### config.mk
export PLATFORM = sky130hd
export DESIGN_NAME = arbiter_requester
export DESIGN_NICKNAME = d
export VERILOG_FILES = /design/src/rtl/arbiter_requester.sv
export SDC_FILE = /design/constraint.sdc
export NUM_CORES = 1
export LEC_CHECK = 0
export ABC_AREA = 1
export CORE_ASPECT_RATIO = 1.5
export CORE_MARGIN = 3
export CORE_UTILIZATION = 29
export CTS_CLUSTER_DIAMETER = 40
export DETAILED_ROUTE_END_ITERATION = 8
export SETUP_SLACK_MARGIN = 0.15
export SYNTH_ARGS = -nofsm -noshare
export SYNTH_HDL_FRONTEND = slang
export SYNTH_SLANG_ARGS = --single-unit
### constraint.sdc
create_clock -name i_clk -period 1.8 [get_ports i_clk]
set_input_delay 0.45 -clock i_clk [delete_from_list [all_inputs] [get_ports i_clk]]
set_output_delay 0.45 -clock i_clk [all_outputs]
set_load 0.02 [all_outputs]
### src/rtl/arbiter_requester.sv
// rtl/arbiter_requester.sv - burst requester for one round-robin arbiter port
// Optional grant-wait timeout: define ARB_REQ_TIMEOUT_EN to build the wait
// counter; without it o_timeout is tied low.
module arbiter_requester #(
   parameter int DATA_W      = 32,
   parameter int BURST_MAX   = 16,
   parameter int REQ_TIMEOUT = 64
) (
   input  logic                         i_clk,
   input  logic                         i_rst,
   input  logic                         i_start_valid,
   input  logic [$clog2(BURST_MAX)-1:0] i_start_len,
   output logic                         o_start_ready,
   input  logic                         i_data_valid,
   input  logic [DATA_W-1:0]            i_data,
   output logic                         o_data_ready,
   output logic                         o_req,
   input  logic                         i_grant,
   output logic                         o_bus_valid,
   output logic [DATA_W-1:0]            o_bus_data,
   output logic                         o_bus_last,
   input  logic                         i_bus_ready,
   output logic [15:0]                  o_burst_cnt,
   output logic                         o_timeout
);

   localparam int LEN_W = $clog2(BURST_MAX);

   typedef enum logic [1:0] {
      ST_IDLE    = 2'd0,
      ST_REQ     = 2'd1,
      ST_XFER    = 2'd2,
      ST_RELEASE = 2'd3
   } state_t;

   state_t           state;
   logic [LEN_W-1:0] len_q;
   logic [LEN_W-1:0] beat_cnt;
   logic             req_q;
   logic [15:0]      burst_cnt_q;

   logic             xfer_live;
   logic             is_last;
   logic             beat_fire;
   logic             start_fire;

   // Handshake outputs are combinational on the live bus signals but are
   // forced low while reset is applied so nothing moves during reset.
   always_comb begin
      xfer_live     = (state == ST_XFER) && !i_rst;
      is_last       = (beat_cnt == len_q);
      o_start_ready = (state == ST_IDLE) && !i_rst;
      o_bus_valid   = xfer_live && i_grant && i_data_valid;
      o_data_ready  = xfer_live && i_grant && i_bus_ready;
      o_bus_last    = xfer_live && is_last;
      o_bus_data    = i_data;
      beat_fire     = o_bus_valid && i_bus_ready;
      start_fire    = o_start_ready && i_start_valid;
   end

   assign o_req       = req_q;
   assign o_burst_cnt = burst_cnt_q;

   // Burst sequencing: request, stream beats while granted, then drop the
   // request for at least one cycle so the arbiter can rotate.
   always_ff @(posedge i_clk) begin
      if (i_rst) begin
         state       <= ST_IDLE;
         len_q       <= '0;
         beat_cnt    <= '0;
         req_q       <= 1'b0;
         burst_cnt_q <= '0;
      end else begin
         case (state)
            ST_IDLE: begin
               if (start_fire) begin
                  len_q    <= i_start_len;
                  beat_cnt <= '0;
                  req_q    <= 1'b1;
                  state    <= ST_REQ;
               end
            end
            ST_REQ: begin
               if (i_grant) begin
                  state <= ST_XFER;
               end
            end
            ST_XFER: begin
               // A dropped grant simply produces no beat_fire, so the
               // counter holds and the request stays up until it returns.
               if (beat_fire) begin
                  if (is_last) begin
                     req_q       <= 1'b0;
                     burst_cnt_q <= burst_cnt_q + 16'd1;
                     state       <= ST_RELEASE;
                  end else begin
                     beat_cnt <= beat_cnt + 1'b1;
                  end
               end
            end
            ST_RELEASE: begin
               // Wait for the arbiter to withdraw the grant before a new
               // command may be taken.
               if (!i_grant) begin
                  state <= ST_IDLE;
               end
            end
            default: begin
               state <= ST_IDLE;
               req_q <= 1'b0;
            end
         endcase
      end
   end

`ifdef ARB_REQ_TIMEOUT_EN
   localparam int WAIT_W = $clog2(REQ_TIMEOUT + 1);

   logic [WAIT_W-1:0] wait_cnt;
   logic              timeout_q;

   // Count ungranted REQ cycles; the flag is sticky until reset and the
   // request is never withdrawn because of it.
   always_ff @(posedge i_clk) begin
      if (i_rst) begin
         wait_cnt  <= '0;
         timeout_q <= 1'b0;
      end else if (start_fire) begin
         wait_cnt <= '0;
      end else if ((state == ST_REQ) && !i_grant &&
                   (wait_cnt != WAIT_W'(REQ_TIMEOUT))) begin
         wait_cnt <= wait_cnt + 1'b1;
         if (wait_cnt == WAIT_W'(REQ_TIMEOUT - 1)) begin
            timeout_q <= 1'b1;
         end
      end
   end

   assign o_timeout = timeout_q;
`else
   // No wait counter in this build; the comparison is constant false for any
   // usable timeout setting and keeps the parameter referenced.
   assign o_timeout = (REQ_TIMEOUT < 0);
`endif

endmodule

### After elaboration in Yosys (flattened, before gate mapping)

Cells that the tools add are included.

* flip-flop bits (word level): 27
* latch bits: 0
* bits in writable memories: 0
* bits in read-only memories: 0
* input port bits: 42
* output and inout bits: 54
* logic and storage cells: 47
* memories kept: 0

* $add $sub $neg: 2
* multipliers: 0
* div/mod/pow operators: 0
* magnitude comparators: 0
* eq/ne operators: 10
* shift-type cells: 0
* multiplexer cells: 14
* bitwise operators: 0
* reductions and logical operators: 16

Operator list (count)
* 16-bit by 1-bit adder with 16-bit output, second input constant: 1
* 4-bit 2-to-1 mux: 3
* 2-bit != test, second input constant: 6
* 2-bit 2-to-1 mux: 5
* 1-bit logical AND: 8
* 2-bit one-hot mux with 4 select lines: 1
* 4-bit one-hot mux with 2 select lines: 1
* 4-bit AND reduction: 2
* 5-bit AND reduction: 1
* 4-bit by 1-bit adder with 4-bit output, second input constant: 1
* 2-bit equality test, second input constant: 2
* 4-bit equality test: 1
* 1-bit 2-to-1 mux: 3
* 3-bit AND reduction: 1
* 2-bit by 1-bit equality test with 1-bit output, second input constant: 1
* 2-bit zero test: 1
* 1-bit one-hot mux with 2 select lines: 1
* 2-bit AND reduction: 1
* 2-bit nonzero test: 1
* 1-bit zero test: 1

### Logic depth before layout (Yosys ltp)

* depth after elaboration: 7
* mapped depth: 11
* depth with buffers taken out: 10

### Worst setup path after synthesis

Ideal clock, no wire load.

* path type: register -> output
* start: register state[0]
* end: output port o_bus_valid
* data arrival time: 1.178 ns
* required time: 1.350 ns
* slack: 0.172 ns
* stages on the path, launching flop included: 8
* buffers on the path: 1
* path through: dfxtp_1 inv_1 ha_1 buf_6 inv_2 nor2_4 nand2_1 nor2_1

* cells in the longest elaborated chain, start to end: 4

Ends and longest elaborated chain
* start, declared: line 36 `state_t state;`
* start signal, assigned: line 68 `state <= ST_IDLE;`
* start signal, assigned: line 80 `state <= ST_REQ;`
* start signal, assigned: line 85 `state <= ST_XFER;`
* 2-bit equality test: line 50 `xfer_live = (state == ST_XFER) && !i_rst;`
* 1-bit logical AND: line 50
* 1-bit logical AND (2 in a row): line 53 `o_bus_valid = xfer_live && i_grant && i_data_valid;`
* end, declared: line 19 `output logic o_bus_valid,`

No other way between the ends.

### Final worst setup path

* start: register state[0]
* end: output port o_data_ready

* cells in the longest elaborated chain, start to end: 4

Ends and longest elaborated chain
* 2-bit equality test: line 50
* 1-bit logical AND: line 50
* 1-bit logical AND (2 in a row): line 54 `o_data_ready = xfer_live && i_grant && i_bus_ready;`
* end, declared: line 16 `output logic o_data_ready,`

No other way between the ends.

==> flow_summary.toml <==
[outcome]
status = "completed"

[min_path]
hold_end = "o_req$_SDFFE_PP0P_"
hp-class = "register to register"
worstHoldStart = "o_req$_SDFFE_PP0P_"
whs_path_depth = 2

[layout]
final_cells = 384
mostFrequentLayoutCell = "nand2_1"
design_area_sq_um = 2442
area_delta_synth_final_pct = 29.96
nFillCells = 651
fin_util_pct = 39.28
layout-drive-gt1-share_pct = 29.35
num_antenna_cells = 0
final_cell_mix = "70 x nand2_1, 35 x buf_4, 23 x inv_1"
final_nets = 359
ff_latch_area_sq_um = 553.0
multi_input_area_sq_um = 1028

[route]
wl_met3_um = 205
ant_nets = 0
wirelength_mm = 4.170
drt-pass1-iter-count = 4
route.detailed.drc = 0
top_layer = "met4"
routedWlPerCell_um = 10.86
vias = 1719
drtIter0Drc = 65
dr_wl_met2_mm = 2.260
vias_per_cell = 4.477
wl_met1_mm = 1.646

[timing]
finalSetupViolations = 0
finalHoldViolCount = 0
fmax_ghz = 0.5784
report.final.slew_viol_count = 0
fin_worst_skew_ns = 0.006679
rsz0062_at_grt = "yes"
hold_slack_ns = 0.4454
min_period_ns = 1.729
fin_crit_sh_pct = 96.04
fin_tns_setup_ns = 0

[synth]
muxShareOfSynthArea_pct = 0.5326
synth.distinct_cells = 27
synth_edf_count = 0
synth-seq-cells = 27
synth_cells = 275
syn_area_per_cell_sq_um = 6.834
synthesis.area_sq_um = 1879
synth_seq_area_share_pct = 28.76
synth_nets = 323
synth_compound_area_share_pct = 8.855
synth_xor_area_share_pct = 5.126
async_flop_share_pct = 0
yosysWarnings = 0
synth_top_family_by_area = "simple AND/OR/NAND/NOR gates"
yosys.area_share.simple_pct = 30.89
synth-adder-area-share_pct = 3.995
synth_ff_type = "dfxtp_1"

[clocking]
insertion_delay_ns = 0.27
cts_root_buf = "clkbuf_8"
clockBufferDepth = 2
numCtsBuffers = 3
clock_sinks = 27
htree_levels = 1
clkTransAtPathRegs_ns = 0.09
cts_tree = "built"

[power]
power.density_nw_per_um2 = 865.6
power_frac_seq_pct = 32.4
switching_power_w = 0.0007804
p_clk_share_pct = 16.4
p_leak_nw = 1.030
p_comb_share_pct = 51.3
vdd_ir_drop_max_mv = 0.5152
sw_frac_of_total_pct = 36.92
p_int_w = 0.001334

[global_routing]
antenna_found_initial = 0
grt_pass1_vias = 1535
grt.total_usage_pct = 11.14
grt_overflow = 0
grt_pass1_wl_mm = 6.927
grt_max_degree = 16

[die]
die_w_um = 71.73
core_sq_um = 6218
row_count = 35
ioPinCount = 96
fp.dieH_um = 104.6
start_util_pct = 30.22
dieArea_sq_um = 7502

[setup_path]
r2r_cells = 10
crit_arrival_ns = 1.28
path_max_fanout = 3
cp-start-kind = "register"
r2r-start = "state[0]$_SDFFE_PP0P_"
reg2reg_slack_ns = 0.12
worstPathRequired_ns = 1.35
endpoint_kind = "output port"
regToRegEndpoint = "state[0]$_SDFFE_PP0P_"
critPathKind = "register to output port"

[flow_run]
max_cap_viol_count = 0

[placed_design]
placed_area_sq_um = 2218
routabilityCongestion = 0.8373
place_inst = 372
io_buffers = 30
dp_hpwl_mm = 3.175
layer usage:
metal	vias up	track usage [%]
met3	14	1.829
met5	-	0
met4	0	4.435
met1	776	12.56
li1	901	-
met2	28	20.20
cell type report:
| cell class | count | share of cell area (%) |
|---|---|---|
| well taps | 74 | 3.791 |
| inverters | 30 | 4.918 |
| clock inverters | 1 | 0.2049 |
| multi-input cells | 179 | 42.11 |
| clock buffers | 3 | 1.691 |
| repair buffers | 70 | 24.64 |
| flip-flops and latches | 27 | 22.64 |
cells by family after synthesis:
family / after synthesis
AOI/OAI and AO/OA: 31
other: 1
muxes: 1
DFF: 27
buffers and inverters: 69
and+or+nand+nor: 129
xor gates and xnor gates: 11
adders and majority gates: 6
through the flow:
step / power (W) / worst slack, ns
finish: 0.002114 / 0.07121
floorplan: 0.001255 / 0.1716
detailed placement: 0.001472 / -0.5387
CTS: 0.001948 / 0.01683
global placement: 0.001463 / -0.5304
global route: 0.002268 / -0.01860
registers in the layout, summed over array words and instances, names as in the netlist:
signal       count
o_req            1
state            2
o_burst_cnt     16
len_q            4
beat_cnt         4
worst max-delay path: stages (launching register included):
cell and delay [ns]:
dfxtp_2 0.33, inv_2 0.07, ha_4 0.16, inv_4 0.04, nor2_4 0.10, nand2_2 0.07
nor2_2 0.11, buf_6 0.12
synth_stat cells, types with 2 or more instances:
library cell / instances / area [sq um]
a21oi_1: 23 / 115.1
buf_4: 33 / 247.7
xnor2_1: 3 / 26.28
o21ai_0: 5 / 25.02
nor2_2: 2 / 12.51
nand4_1: 6 / 37.54
o21ai_1: 2 / 10.01
nand3_1: 11 / 55.05
nor2_4: 2 / 22.52
dfxtp_1: 27 / 540.5
nor2_1: 24 / 90.09
ha_1: 6 / 75.07
inv_1: 26 / 97.59
nand3_2: 3 / 30.03
xor2_1: 8 / 70.07
buf_6: 3 / 33.78
nand2_1: 72 / 270.3
nor3_1: 7 / 35.03
inv_2: 4 / 15.01
how the worst max path moves through the flow:
stage,cells past startpoint,end,start
final,7,o_data_ready,state[0]$_SDFFE_PP0P_
after global routing,7,o_bus_last,beat_cnt[1]$_SDFFE_PP0P_
after CTS,7,o_data_ready,state[0]$_SDFFE_PP0P_
after detailed placement,5,o_data_ready,i_rst
after global placement,5,o_bus_valid,i_rst
after floorplan,7,o_bus_valid,state[0]$_SDFFE_PP0P_
timing repair:
action                                  CTS  global route
hold buffers                              0             0
endpoints found under the setup margin   40            24
setup buffers                             2             6
pin swaps                                 3            13
gates resized for setup                  57            27
power groups by stage:
| stage | Clock [W] | Sequential [W] | Combinational [W] |
|---|---|---|---|
| global placement | 0 | 0.000676 | 0.000786 |
| detailed placement | 0 | 0.000679 | 0.000793 |
| finish | 0.000346 | 0.000684 | 0.00108 |
| global route | 0.000396 | 0.000692 | 0.00118 |
| CTS | 0.000368 | 0.000678 | 0.000901 |
| floorplan | 0 | 0.000686 | 0.000568 |
Power figures use the tool's default switching activity.
